===== src/rtl/wb_req_rr_arbiter_if.sv =====
// wb_req_rr_arbiter_if: request/response bundle between the writeback request
//   sources, the arbiter and the writeback unit. Fields are packed per requester,
//   requester i at [i*W +: W]. slave = arbiter view, master = source/sink view.
// Signals: in_valid/in_ready (per requester), in_bits_{tag,idx,param,way_en},
//   out_valid/out_ready, out_bits_{tag,idx,param,way_en}, out_chosen.
interface wb_req_rr_arbiter_if #(
  parameter int N_IN    = 8,
  parameter int TAG_W   = 20,
  parameter int IDX_W   = 6,
  parameter int PARAM_W = 3,
  parameter int WAY_W   = 8
);
  localparam int CW = ($clog2(N_IN) > 1) ? $clog2(N_IN) : 1;

  // Request side, one lane per requester
  logic [N_IN-1:0]         in_valid;
  logic [N_IN-1:0]         in_ready;
  logic [N_IN*TAG_W-1:0]   in_bits_tag;
  logic [N_IN*IDX_W-1:0]   in_bits_idx;
  logic [N_IN*PARAM_W-1:0] in_bits_param;
  logic [N_IN*WAY_W-1:0]   in_bits_way_en;

  // Registered output toward the writeback unit
  logic                    out_valid;
  logic                    out_ready;
  logic [TAG_W-1:0]        out_bits_tag;
  logic [IDX_W-1:0]        out_bits_idx;
  logic [PARAM_W-1:0]      out_bits_param;
  logic [WAY_W-1:0]        out_bits_way_en;
  logic [CW-1:0]           out_chosen;

  // Arbiter side
  modport slave (
    input  in_valid, in_bits_tag, in_bits_idx, in_bits_param, in_bits_way_en,
    input  out_ready,
    output in_ready,
    output out_valid, out_bits_tag, out_bits_idx, out_bits_param, out_bits_way_en,
    output out_chosen
  );

  // Requester / sink side
  modport master (
    output in_valid, in_bits_tag, in_bits_idx, in_bits_param, in_bits_way_en,
    output out_ready,
    input  in_ready,
    input  out_valid, out_bits_tag, out_bits_idx, out_bits_param, out_bits_way_en,
    input  out_chosen
  );
endinterface


===== src/rtl/wb_req_rr_arbiter.sv =====
// wb_req_rr_arbiter: N-way writeback/release request arbiter, round-robin or fixed priority.
// Latency: 1 cycle from input handshake to out_valid (registered output stage), 1 req/cycle.
// Backpressure: out_valid held with out_ready low stalls everything; no requester sees ready.
// Ports: clk_i (rising edge), rst_i (async active-high), req_if (slave modport):
//   in_valid/in_ready/in_bits_* per requester, out_valid/out_ready/out_bits_*/out_chosen.
module wb_req_rr_arbiter #(
  parameter int N_IN    = 8,
  parameter int TAG_W   = 20,
  parameter int IDX_W   = 6,
  parameter int PARAM_W = 3,
  parameter int WAY_W   = 8,
  parameter int RR      = 1
) (
  input  logic                  clk_i,
  input  logic                  rst_i,
  wb_req_rr_arbiter_if.slave    req_if
);
  localparam int CW = ($clog2(N_IN) > 1) ? $clog2(N_IN) : 1;

  typedef struct packed {
    logic [TAG_W-1:0]   tag;
    logic [IDX_W-1:0]   idx;
    logic [PARAM_W-1:0] param;
    logic [WAY_W-1:0]   way_en;
  } wb_req_t;

  // State
  logic [CW-1:0] last_q,      last_d;
  logic          out_valid_q, out_valid_d;
  logic [CW-1:0] chosen_q,    chosen_d;
  wb_req_t       req_q,       req_d;

  // Arbitration results
  logic [CW-1:0]   cand;
  logic [CW-1:0]   win_idx;
  logic            win_any;
  logic [N_IN-1:0] win_oh;
  wb_req_t         win_req;
  logic            can_load;
  logic            load;

  // Priority search. In round-robin mode the scan begins just after the last
  // granted index and wraps; in fixed mode it always begins at index 0.
  always_comb begin
    win_idx = '0;
    win_any = 1'b0;
    cand    = '0;
    for (int k = 0; k < N_IN; k++) begin
      if (RR != 0) begin
        cand = CW'((int'(last_q) + 1 + k) % N_IN);
      end else begin
        cand = CW'(k);
      end
      if (!win_any && req_if.in_valid[cand]) begin
        win_any = 1'b1;
        win_idx = cand;
      end
    end
  end

  always_comb begin
    win_oh = '0;
    if (win_any) begin
      win_oh[win_idx] = 1'b1;
    end
  end

  // Payload mux for the winning lane
  always_comb begin
    win_req        = '0;
    win_req.tag    = req_if.in_bits_tag   [int'(win_idx)*TAG_W   +: TAG_W];
    win_req.idx    = req_if.in_bits_idx   [int'(win_idx)*IDX_W   +: IDX_W];
    win_req.param  = req_if.in_bits_param [int'(win_idx)*PARAM_W +: PARAM_W];
    win_req.way_en = req_if.in_bits_way_en[int'(win_idx)*WAY_W   +: WAY_W];
  end

  // The output register can take a new request when empty or draining this cycle.
  assign can_load = ~out_valid_q | req_if.out_ready;
  assign load     = can_load & win_any;

  // Only the winner sees ready; reset gating keeps ready low while the
  // register is being cleared so no source believes it was accepted.
  assign req_if.in_ready = win_oh & {N_IN{can_load & ~rst_i}};

  // Next state
  always_comb begin
    last_d      = last_q;
    out_valid_d = out_valid_q;
    chosen_d    = chosen_q;
    req_d       = req_q;
    if (load) begin
      // Load wins over unload: a simultaneous drain and refill keeps valid high.
      out_valid_d = 1'b1;
      req_d       = win_req;
      chosen_d    = win_idx;
      if (RR != 0) begin
        last_d = win_idx;
      end
    end else if (out_valid_q && req_if.out_ready) begin
      // Payload and chosen are left as-is after the drain.
      out_valid_d = 1'b0;
    end
  end

  always_ff @(posedge clk_i or posedge rst_i) begin
    if (rst_i) begin
      // last = N_IN-1 gives index 0 first priority out of reset.
      last_q      <= CW'(N_IN - 1);
      out_valid_q <= 1'b0;
      chosen_q    <= '0;
      req_q       <= '0;
    end else begin
      last_q      <= last_d;
      out_valid_q <= out_valid_d;
      chosen_q    <= chosen_d;
      req_q       <= req_d;
    end
  end

  // Outputs come straight from registers
  assign req_if.out_valid       = out_valid_q;
  assign req_if.out_bits_tag    = req_q.tag;
  assign req_if.out_bits_idx    = req_q.idx;
  assign req_if.out_bits_param  = req_q.param;
  assign req_if.out_bits_way_en = req_q.way_en;
  assign req_if.out_chosen      = chosen_q;

endmodule


===== src/flat_wrapper.sv =====
// flat-port wrapper written by rule: the top's interface ports become plain ports
module wb_req_rr_arbiter_flat 
#(
  parameter int N_IN    = 8,
  parameter int TAG_W   = 20,
  parameter int IDX_W   = 6,
  parameter int PARAM_W = 3,
  parameter int WAY_W   = 8,
  parameter int RR      = 1
)
  (clk_i, rst_i, req_if_in_valid, req_if_in_bits_tag, req_if_in_bits_idx, req_if_in_bits_param, req_if_in_bits_way_en, req_if_out_ready, req_if_in_ready, req_if_out_valid, req_if_out_bits_tag, req_if_out_bits_idx, req_if_out_bits_param, req_if_out_bits_way_en, req_if_out_chosen);
  wb_req_rr_arbiter_if #(.N_IN(N_IN), .TAG_W(TAG_W), .IDX_W(IDX_W), .PARAM_W(PARAM_W), .WAY_W(WAY_W)) req_if_i ();
  input  logic clk_i;
  input  logic rst_i;
  input wire logic [$bits(req_if_i.in_valid)-1:0] req_if_in_valid;
  input wire logic [$bits(req_if_i.in_bits_tag)-1:0] req_if_in_bits_tag;
  input wire logic [$bits(req_if_i.in_bits_idx)-1:0] req_if_in_bits_idx;
  input wire logic [$bits(req_if_i.in_bits_param)-1:0] req_if_in_bits_param;
  input wire logic [$bits(req_if_i.in_bits_way_en)-1:0] req_if_in_bits_way_en;
  input wire logic [$bits(req_if_i.out_ready)-1:0] req_if_out_ready;
  output wire logic [$bits(req_if_i.in_ready)-1:0] req_if_in_ready;
  output wire logic [$bits(req_if_i.out_valid)-1:0] req_if_out_valid;
  output wire logic [$bits(req_if_i.out_bits_tag)-1:0] req_if_out_bits_tag;
  output wire logic [$bits(req_if_i.out_bits_idx)-1:0] req_if_out_bits_idx;
  output wire logic [$bits(req_if_i.out_bits_param)-1:0] req_if_out_bits_param;
  output wire logic [$bits(req_if_i.out_bits_way_en)-1:0] req_if_out_bits_way_en;
  output wire logic [$bits(req_if_i.out_chosen)-1:0] req_if_out_chosen;
  assign req_if_i.in_valid = req_if_in_valid;
  assign req_if_i.in_bits_tag = req_if_in_bits_tag;
  assign req_if_i.in_bits_idx = req_if_in_bits_idx;
  assign req_if_i.in_bits_param = req_if_in_bits_param;
  assign req_if_i.in_bits_way_en = req_if_in_bits_way_en;
  assign req_if_i.out_ready = req_if_out_ready;
  assign req_if_in_ready = req_if_i.in_ready;
  assign req_if_out_valid = req_if_i.out_valid;
  assign req_if_out_bits_tag = req_if_i.out_bits_tag;
  assign req_if_out_bits_idx = req_if_i.out_bits_idx;
  assign req_if_out_bits_param = req_if_i.out_bits_param;
  assign req_if_out_bits_way_en = req_if_i.out_bits_way_en;
  assign req_if_out_chosen = req_if_i.out_chosen;
  wb_req_rr_arbiter #(.N_IN(N_IN), .TAG_W(TAG_W), .IDX_W(IDX_W), .PARAM_W(PARAM_W), .WAY_W(WAY_W), .RR(RR)) u_core (.clk_i(clk_i), .rst_i(rst_i), .req_if(req_if_i));
endmodule

===== config.mk =====
export PLATFORM = sky130hd
export DESIGN_NAME = wb_req_rr_arbiter_flat
export DESIGN_NICKNAME = d
export VERILOG_FILES = /design/src/rtl/wb_req_rr_arbiter_if.sv /design/src/rtl/wb_req_rr_arbiter.sv /design/src/flat_wrapper.sv
export SDC_FILE = /design/constraint.sdc
export NUM_CORES = 1
export LEC_CHECK = 0
export CAP_MARGIN = 20
export CORE_MARGIN = 4
export CORE_UTILIZATION = 30
export CTS_BUF_LIST = sky130_fd_sc_hd__clkbuf_16
export DETAILED_ROUTE_END_ITERATION = 7
export PLACE_DENSITY = 0.83
export SYNTH_ARGS = -nofsm -noshare
export SYNTH_HDL_FRONTEND = slang
export SYNTH_SLANG_ARGS = --single-unit

===== constraint.sdc =====
create_clock -name clk_i -period 4.6 [get_ports clk_i]
set_input_delay 0.46 -clock clk_i [delete_from_list [all_inputs] [get_ports clk_i]]
set_output_delay 0.46 -clock clk_i [all_outputs]
set_load 0.02 [all_outputs]

==> summary.md, run 1 <==
Leaving out fill and tap cells, the most frequent cells in the layout are 347 x sky130_fd_sc_hd__clkdlybuf4s50_1, 84 x sky130_fd_sc_hd__mux4_2, 50 x sky130_fd_sc_hd__nand2_1. The critical path depth in cells came out at 14. The run finished with clean final reports.

The run gives 5,244 as the routed via count. The register clock-pin slew on the reported worst setup and hold paths works out to 0.07 ns. Entering global routing, the biggest net connects 63 pins. The run gives 47 as the cell row count. The longest individual stage delay on the worst path was 0.58 ns.

TritonCTS built the clock tree. The layer carrying the most global-route usage is met2. The die is 137 µm wide. Estimated wirelength of the detail-placed design: 18,300 µm. The library cell used most frequently in the layout, excluding fill and tap cells, is sky130_fd_sc_hd__clkdlybuf4s50_1. Launch point of the worst reg-to-reg path: u_core.last_q[0]. For the worst-skew pair, the clock arrives at the later sink with an insertion delay of 0.29 ns. The count of buffering cells on the critical path with inverters included is 4, and the number of antenna violations at the first check in global routing is 2.

The count of nets left with antenna violations once routing finished came out at 0. The worst setup path is launched from a register. The tools report the slack of the worst reg-to-reg path as 0.16 ns. The signal on the critical path passes through inv_2 -> ha_2 -> buf_12 -> mux2_1 -> mux4_2 -> mux2i_1 -> and3_1 -> o32ai_2 -> o21a_4 -> buf_6 -> buf_16 -> mux4_2 -> mux2i_1 -> o21ai_1. The number of sinks handled by clock tree synthesis was 44. The initial utilization of the core area, before any placement, comes to 30.5%. Measured along the y axis, the die boundary spans 137 µm.

Routing usage on met2: 37.5%. The congestion estimate from routability-driven global placement came to 1.01. The share of async-settable or async-resettable flops after synthesis was 100%; the area of the die was 18,900 µm². After the first detailed-routing iteration, the DRC count stood at 269. The arrival time reported for the critical path endpoint came out at 4.59 ns. Setup repair after global routing left no endpoint under its margin. Counting every net in the synthesized netlist gives 714.

After layout, the minimum clock period comes to 4.44 ns. The number of enable flip-flop cells after synthesis was 0. Global routing used 6.46% of the available met3 tracks. During synthesis, Yosys emitted a total of 0 warnings.

The CTS root buffer is sky130_fd_sc_hd__clkbuf_16. The final count of hold timing violations came out at 0. Before CTS, the worst setup slack after placement is 0.0668 ns. In this run the count of I/O pins placed on the die edge is 356. Along the worst path, the maximum fanout reaches 28. The core region is 16,500 µm².

Category of the worst setup path capture point: a register. The worst setup path is of the reg2reg kind. The H-tree depth reported by CTS is 2. The kind of path behind the tightest hold check is in2async. On the critical path, the stage with the largest delay is an instance of sky130_fd_sc_hd__mux4_2. For met1 alone, demand over resource in global routing was 25.4%. Global routing finished with a remaining overflow of 0.

The worst-margin pin slew is 0.627 ns, and the part of the Yosys area used for sequential elements is 22.0%. STA puts the critical path data required time at 4.75 ns. The number of synthesized register bits works out to 44.

Count of endpoints failing setup in the final report: 0. The logs give 21.4% for the all-layer global routing usage and 5,472 for the number of global-route vias before repair. Dividing the detail-routed wire length by the instance count gives 22.6 µm. Counting the fill cells in the layout gives 1,393. The number of nets at the end of the flow is 1,067, and the count of unique library cells instantiated by Yosys is 55. The final critical path takes up 96.5% of the cycle. For the number of violations of the max-capacitance limit, the log shows 0. Summed over all failing endpoints, the final setup total negative slack is 0 ns.

The depth of the worst register-to-register path came out at 14. Reg-to-reg endpoint: u_core.req_if.out_bits_idx[4]. Based on the critical path, the design can be clocked at up to 225 MHz. Worst setup margin: 0.159 ns. The proportion of layout cells with a drive suffix above 1 is 20.0%, and the normalized max-slew margin is 57.9%. In the synthesized netlist, the number of instances is 405. For the final wirelength, the log shows 22,200 µm. Netlist area before placement: 5020 µm². The count of buffers added on input and output ports is 355.

The number of optimization iterations in the first detailed-route pass was 5; the register area was 1100 µm². The via density per instance was 5.35; the count of hold-fix buffers inserted at cts was 0. The clock arrives with 0.00613 ns of skew.

The area used by multi-input combinational logic was 3620 µm². A synthesized cell averages 12.4 µm². The longest clock path from root to sink contains 2 buffers. For the CTS buffer count, the log shows 5. Compared with the post-synthesis result, the final layout area differs by 80.3%. The first global-routing pass estimated 30,600 µm of wire.

The most used flip-flop cell after synthesis is sky130_fd_sc_hd__dfrtp_1. The final-report max-slew violation count came out at 0. Among cell families on the critical path, the largest total delay comes from multiplexers. After detailed routing, the number of remaining DRC violations is 0.
==> cells by family (layout without fill, tap and decap cells) <==
group	Yosys count	in the layout	synth area share (%)
compound gates	69	69	8.95
xor+xnor	5	5	1.45
other cells	0	1	0
fa+ha+maj	2	2	0.499
buf+inv	47	401	7.43
simple gates	89	89	7.93
flops	44	44	22.0
mux	149	149	51.7
==> area by class of cell <==
class / instances / area share [%]
Clock inverter: 3 / 0.470
Antenna cell: 1 / 0.0277
Sequential cell: 44 / 12.2
Tap cell: 220 / 3.04
Multi-Input combinational cell: 314 / 40.0
Clock buffer: 5 / 1.38
Inverter: 9 / 0.373
Timing Repair Buffer: 384 / 42.4
==> repair_timing <==
item | 4_1_cts | 5_1_grt
pin swaps | 0 | 0
cloned | 0 | 1
setup endpoints to repair | 8 | 34
resized for setup | 9 | 18
buffers inserted | 2 | 0
==> worst max path at each step <==
stage / end / start
final: u_core.req_if.out_bits_idx[4] / u_core.last_q[0]
after global placement: req_if_in_ready[2] / u_core.last_q[0]
after global routing: req_if_in_ready[0] / u_core.last_q[0]
after detailed placement: req_if_in_ready[2] / u_core.last_q[0]
after floorplan: req_if_in_ready[2] / u_core.last_q[0]
after CTS: req_if_in_ready[4] / u_core.last_q[0]
==> per-layer routing <==
| metal | routed length, µm | vias to the layer above |
|---|---|---|
| met5 | 13 | - |
| met4 | 552 | 2 |
| met3 | 2250 | 43 |
| met2 | 11300 | 336 |
| met1 | 8060 | 2532 |
| li1 | - | 2331 |
==> cell usage after synthesis, types with 2 or more instances <==
library cell | number | area share [%]
sky130_fd_sc_hd__ha_1 | 2 | 0.50
sky130_fd_sc_hd__o21ai_1 | 36 | 3.6
sky130_fd_sc_hd__nand3_1 | 3 | 0.30
sky130_fd_sc_hd__a22oi_1 | 2 | 0.30
sky130_fd_sc_hd__nand2_1 | 50 | 3.7
sky130_fd_sc_hd__mux2_2 | 9 | 2.0
sky130_fd_sc_hd__a21o_1 | 2 | 0.30
sky130_fd_sc_hd__dfstp_2 | 3 | 1.6
sky130_fd_sc_hd__inv_1 | 8 | 0.60
sky130_fd_sc_hd__xnor2_1 | 2 | 0.35
sky130_fd_sc_hd__nand2b_1 | 4 | 0.50
sky130_fd_sc_hd__mux2_1 | 4 | 0.90
sky130_fd_sc_hd__mux4_2 | 84 | 38
sky130_fd_sc_hd__o21ai_0 | 3 | 0.30
sky130_fd_sc_hd__buf_4 | 5 | 0.75
sky130_fd_sc_hd__mux4_1 | 2 | 1.0
sky130_fd_sc_hd__dfrtp_1 | 41 | 20
sky130_fd_sc_hd__buf_6 | 2 | 0.45
sky130_fd_sc_hd__clkbuf_1 | 9 | 0.67
sky130_fd_sc_hd__and3_1 | 2 | 0.25
sky130_fd_sc_hd__a211o_1 | 2 | 0.35
sky130_fd_sc_hd__a211oi_1 | 3 | 0.45
sky130_fd_sc_hd__nor3_1 | 5 | 0.50
sky130_fd_sc_hd__o211ai_1 | 4 | 0.60
sky130_fd_sc_hd__a21oi_1 | 5 | 0.50
sky130_fd_sc_hd__buf_2 | 13 | 1.3
sky130_fd_sc_hd__mux2i_1 | 49 | 9.8
sky130_fd_sc_hd__buf_12 | 9 | 3.6
sky130_fd_sc_hd__nor2_1 | 16 | 1.2
==> state kept, by name, summed over array words and instances (netlist names) <==
| register | cells |
|---|---|
| u_core.req_if.out_bits_idx | 6 |
| u_core.last_q | 3 |
| u_core.req_if.out_chosen | 3 |
| u_core.req_if.out_bits_tag | 20 |
| u_core.req_if.out_valid | 1 |
| u_core.req_if.out_bits_way_en | 8 |
| u_core.req_if.out_bits_param | 3 |
==> metrics by stage <==
step | cell area (µm²) | instances | hold slack (ns) | util [%]
final | 9050 | 980 | 0.403 | 54.9
after global routing | 9050 | 980 | 0.417 | 54.9
after CTS | 8950 | 977 | 0.490 | 54.4
after detailed placement | 8770 | 967 | 0.475 | 53.2
after global placement | 8770 | 967 | 0.466 | 53.2
after floorplan | 5020 | 405 | 0.590 | -
Power of run 1 is left out: the tool's default activity adds up to more than one toggle a clock period on the data nets, which glitch-free logic cannot reach.
==> inputs of run 2 (changes only) <==
--- a/config.mk
+++ b/config.mk
@@ -8,7 +8,6 @@
 export CAP_MARGIN = 20
 export CORE_MARGIN = 4
 export CORE_UTILIZATION = 30
-export CTS_BUF_LIST = sky130_fd_sc_hd__clkbuf_16
 export DETAILED_ROUTE_END_ITERATION = 7
 export PLACE_DENSITY = 0.83
 export SYNTH_ARGS = -nofsm -noshare
==> summary.md, run 2 (synthesis gave the netlist of run 1 again) <==
The floorplan core area is 16,500 µm² (unchanged), and the number of optimization iterations in the first detailed-route pass is 5 (unchanged). The number of flip-flops under the largest register name was 20 (unchanged); the clock latency reported for the late side of the worst-skew pair was 0.29 ns (about the same). The overflow left after global routing was 0 (unchanged); the register clock-pin slew on the reported worst setup and hold paths was 0.07 ns (about the same).

The count of endpoints failing setup in the final report is 0 (unchanged). The tools report the final hold slack as 0.403 ns (unchanged). Number of buffers added on ports: 355 (unchanged). The launching element of the worst setup path is u_core.last_q[0] (unchanged). Commonest non-fill, non-tap cells in the layout: 347 x sky130_fd_sc_hd__clkdlybuf4s50_1, 84 x sky130_fd_sc_hd__mux4_2, 50 x sky130_fd_sc_hd__nand2_1 (unchanged).

The startpoint class of the critical path is a register (unchanged). The initial core utilization is 30.5% (unchanged). The all-layer global routing usage was 21.4% (unchanged); the data required time at the worst endpoint was 4.75 ns (about the same). The final-report max-slew violation count was 0 (unchanged). The largest driver fanout on the critical path was 28 (unchanged). The worst setup margin came out at 0.159 ns (unchanged). The final worst clock skew was 0.00543 ns (was 0.00613 ns); the number of global-route vias before repair was 5,472 (unchanged).

The logs give 225 MHz (unchanged) for the fmax and 0 (unchanged) for the number of violations of the max-capacitance limit. The post-route fraction of the period consumed by the critical path was 96.5% (unchanged); the number of ports placed on the die boundary was 356 (unchanged). TritonCTS built the clock tree. The detailed-route DRC error count is 0 (unchanged), and the number of antenna violations at the first check in global routing is 2 (unchanged). The tools report the category of the worst setup path capture point as a register (unchanged). The global-route wire length before repair came out at 30,600 µm (unchanged).

The run finished with clean final reports. The average wire per cell in the routed design came out at 22.6 µm (unchanged). The via density per instance was 5.35 (unchanged). The kind of path behind the tightest hold check is in2async (unchanged).

Critical path start-end classification: reg2reg (unchanged). CTS root buffer: sky130_fd_sc_hd__clkbuf_16 (unchanged). For the estimated wirelength of the detail-placed design, the log shows 18,300 µm (unchanged). The die width was 137 µm (unchanged); the post-detailed-route count of antenna-violating nets was 0 (unchanged).

Maximum number of pins on one net before global-route repair: 63 (unchanged). The final count of hold timing violations is 0 (unchanged). The worst-margin pin slew was 0.627 ns (unchanged). The run gives 1.01 (unchanged) as the global placement routability congestion. The post-route setup TNS was 0 ns (unchanged). The cell row count was 47 (unchanged). The area added between synthesis and finish works out to 80.5% (was 80.3%). For the final wirelength, the log shows 22,200 µm (unchanged).

The run gives 0.0668 ns (unchanged) as the worst setup timing slack at the placement stage. The number of sinks handled by clock tree synthesis is 44 (unchanged), and the post-layout minimum cycle time is 4.44 ns (unchanged). The run gives 5 (unchanged) as the CTS buffer count. The tools report the launch point of the worst reg-to-reg path as u_core.last_q[0] (unchanged). The die span in y was 137 µm (unchanged); the normalized max-slew margin was 57.9% (unchanged). The tools report the routed via count as 5,244 (unchanged). The run gives 4.59 ns (about the same) as the arrival time reported for the critical path endpoint. The number of nets at the end of the flow is 1,067 (unchanged). The H-tree depth reported by CTS is 2 (unchanged).

The commonest non-fill, non-tap cell in the layout was sky130_fd_sc_hd__clkdlybuf4s50_1 (unchanged). Setup repair after global routing left no endpoint under its margin. The DRC marker count from the first detailed-route iteration is 269 (unchanged).

The tools report the count of hold-fix buffers inserted at cts as 0 (unchanged). Proportion of layout cells with a drive suffix above 1: 20.2% (was 20.0%). The number of buffers on the longest clock path was 2 (unchanged); the area of the die was 18,900 µm² (unchanged).
[run 2: cell types whose count changed in the layout (fill, tap and decap cells not counted)]
cell / delta
sky130_fd_sc_hd__clkbuf_8: +1
sky130_fd_sc_hd__clkinv_1: -1
[run 2: metal layers]
layer / wire length, µm / share of wire (%) / vias up / track usage, %
li1: - / - / 2331 / -
met1: 8060 / 36 / 2532 / 25.4
met2: 11300 / 51 / 336 / 37.5
met3: 2250 / 10 / 43 / 6.46
met4: 552 / 2.5 / 2 / 6.04
met5: 13 / 0.059 / - / 0
[run 2: worst paths after layout]
check                                                      to  slack [ns]  depth (start not counted)
worst max register to register  u_core.req_if.out_bits_idx[4]        0.16                         14
worst max-delay path            u_core.req_if.out_bits_idx[4]        0.16                         14
max in group asynchronous                    u_core.last_q[2]        3.68                          3
worst min-delay path              u_core.req_if.out_chosen[0]        0.40                          2
worst min register to register    u_core.req_if.out_chosen[0]        0.48                          1
min in group clk_i                u_core.req_if.out_chosen[0]        0.48                          1
[run 2: cell type report]
cell class / count / area, µm²
well taps: 220 / 275
clock inverters: 2 / 38.8
flip-flops and latches: 44 / 1100
repair buffers: 384 / 3840
clock buffers: 6 / 139
inverters: 9 / 33.8
fillers: 1392 / 7410
diodes: 1 / 2.50
multi-input cells: 314 / 3620
[run 2: stage by stage]
step | instance area, µm² | utilization (%) | instances
floorplan | 5020 | - | 405
global placement | 8770 | 53.2 | 967
detailed placement | 8770 | 53.2 | 967
CTS | 8960 | 54.4 | 977
global route | 9060 | 55.0 | 980
finish | 9060 | 55.0 | 980
[run 2: what timing repair did]
action | 4_1_cts | 5_1_grt
endpoints found under the setup margin | 8 | 34
setup buffers | 2 | 0
cloned | 0 | 1
gates resized for setup | 9 | 18
[run 2: critical path: stages (launching register included)]
cell                      delay (ns)
sky130_fd_sc_hd__dfstp_2        0.54
sky130_fd_sc_hd__inv_2          0.04
sky130_fd_sc_hd__ha_2           0.37
sky130_fd_sc_hd__buf_12         0.18
sky130_fd_sc_hd__mux2_1         0.37
sky130_fd_sc_hd__mux4_2         0.58
sky130_fd_sc_hd__mux2i_1        0.16
sky130_fd_sc_hd__and3_1         0.23
sky130_fd_sc_hd__o32ai_2        0.31
sky130_fd_sc_hd__o21a_4         0.19
sky130_fd_sc_hd__buf_6          0.16
sky130_fd_sc_hd__buf_16         0.23
sky130_fd_sc_hd__mux4_2         0.55
sky130_fd_sc_hd__mux2i_1        0.24
sky130_fd_sc_hd__o21ai_1        0.09
Power of run 2 is left out for the same reason.
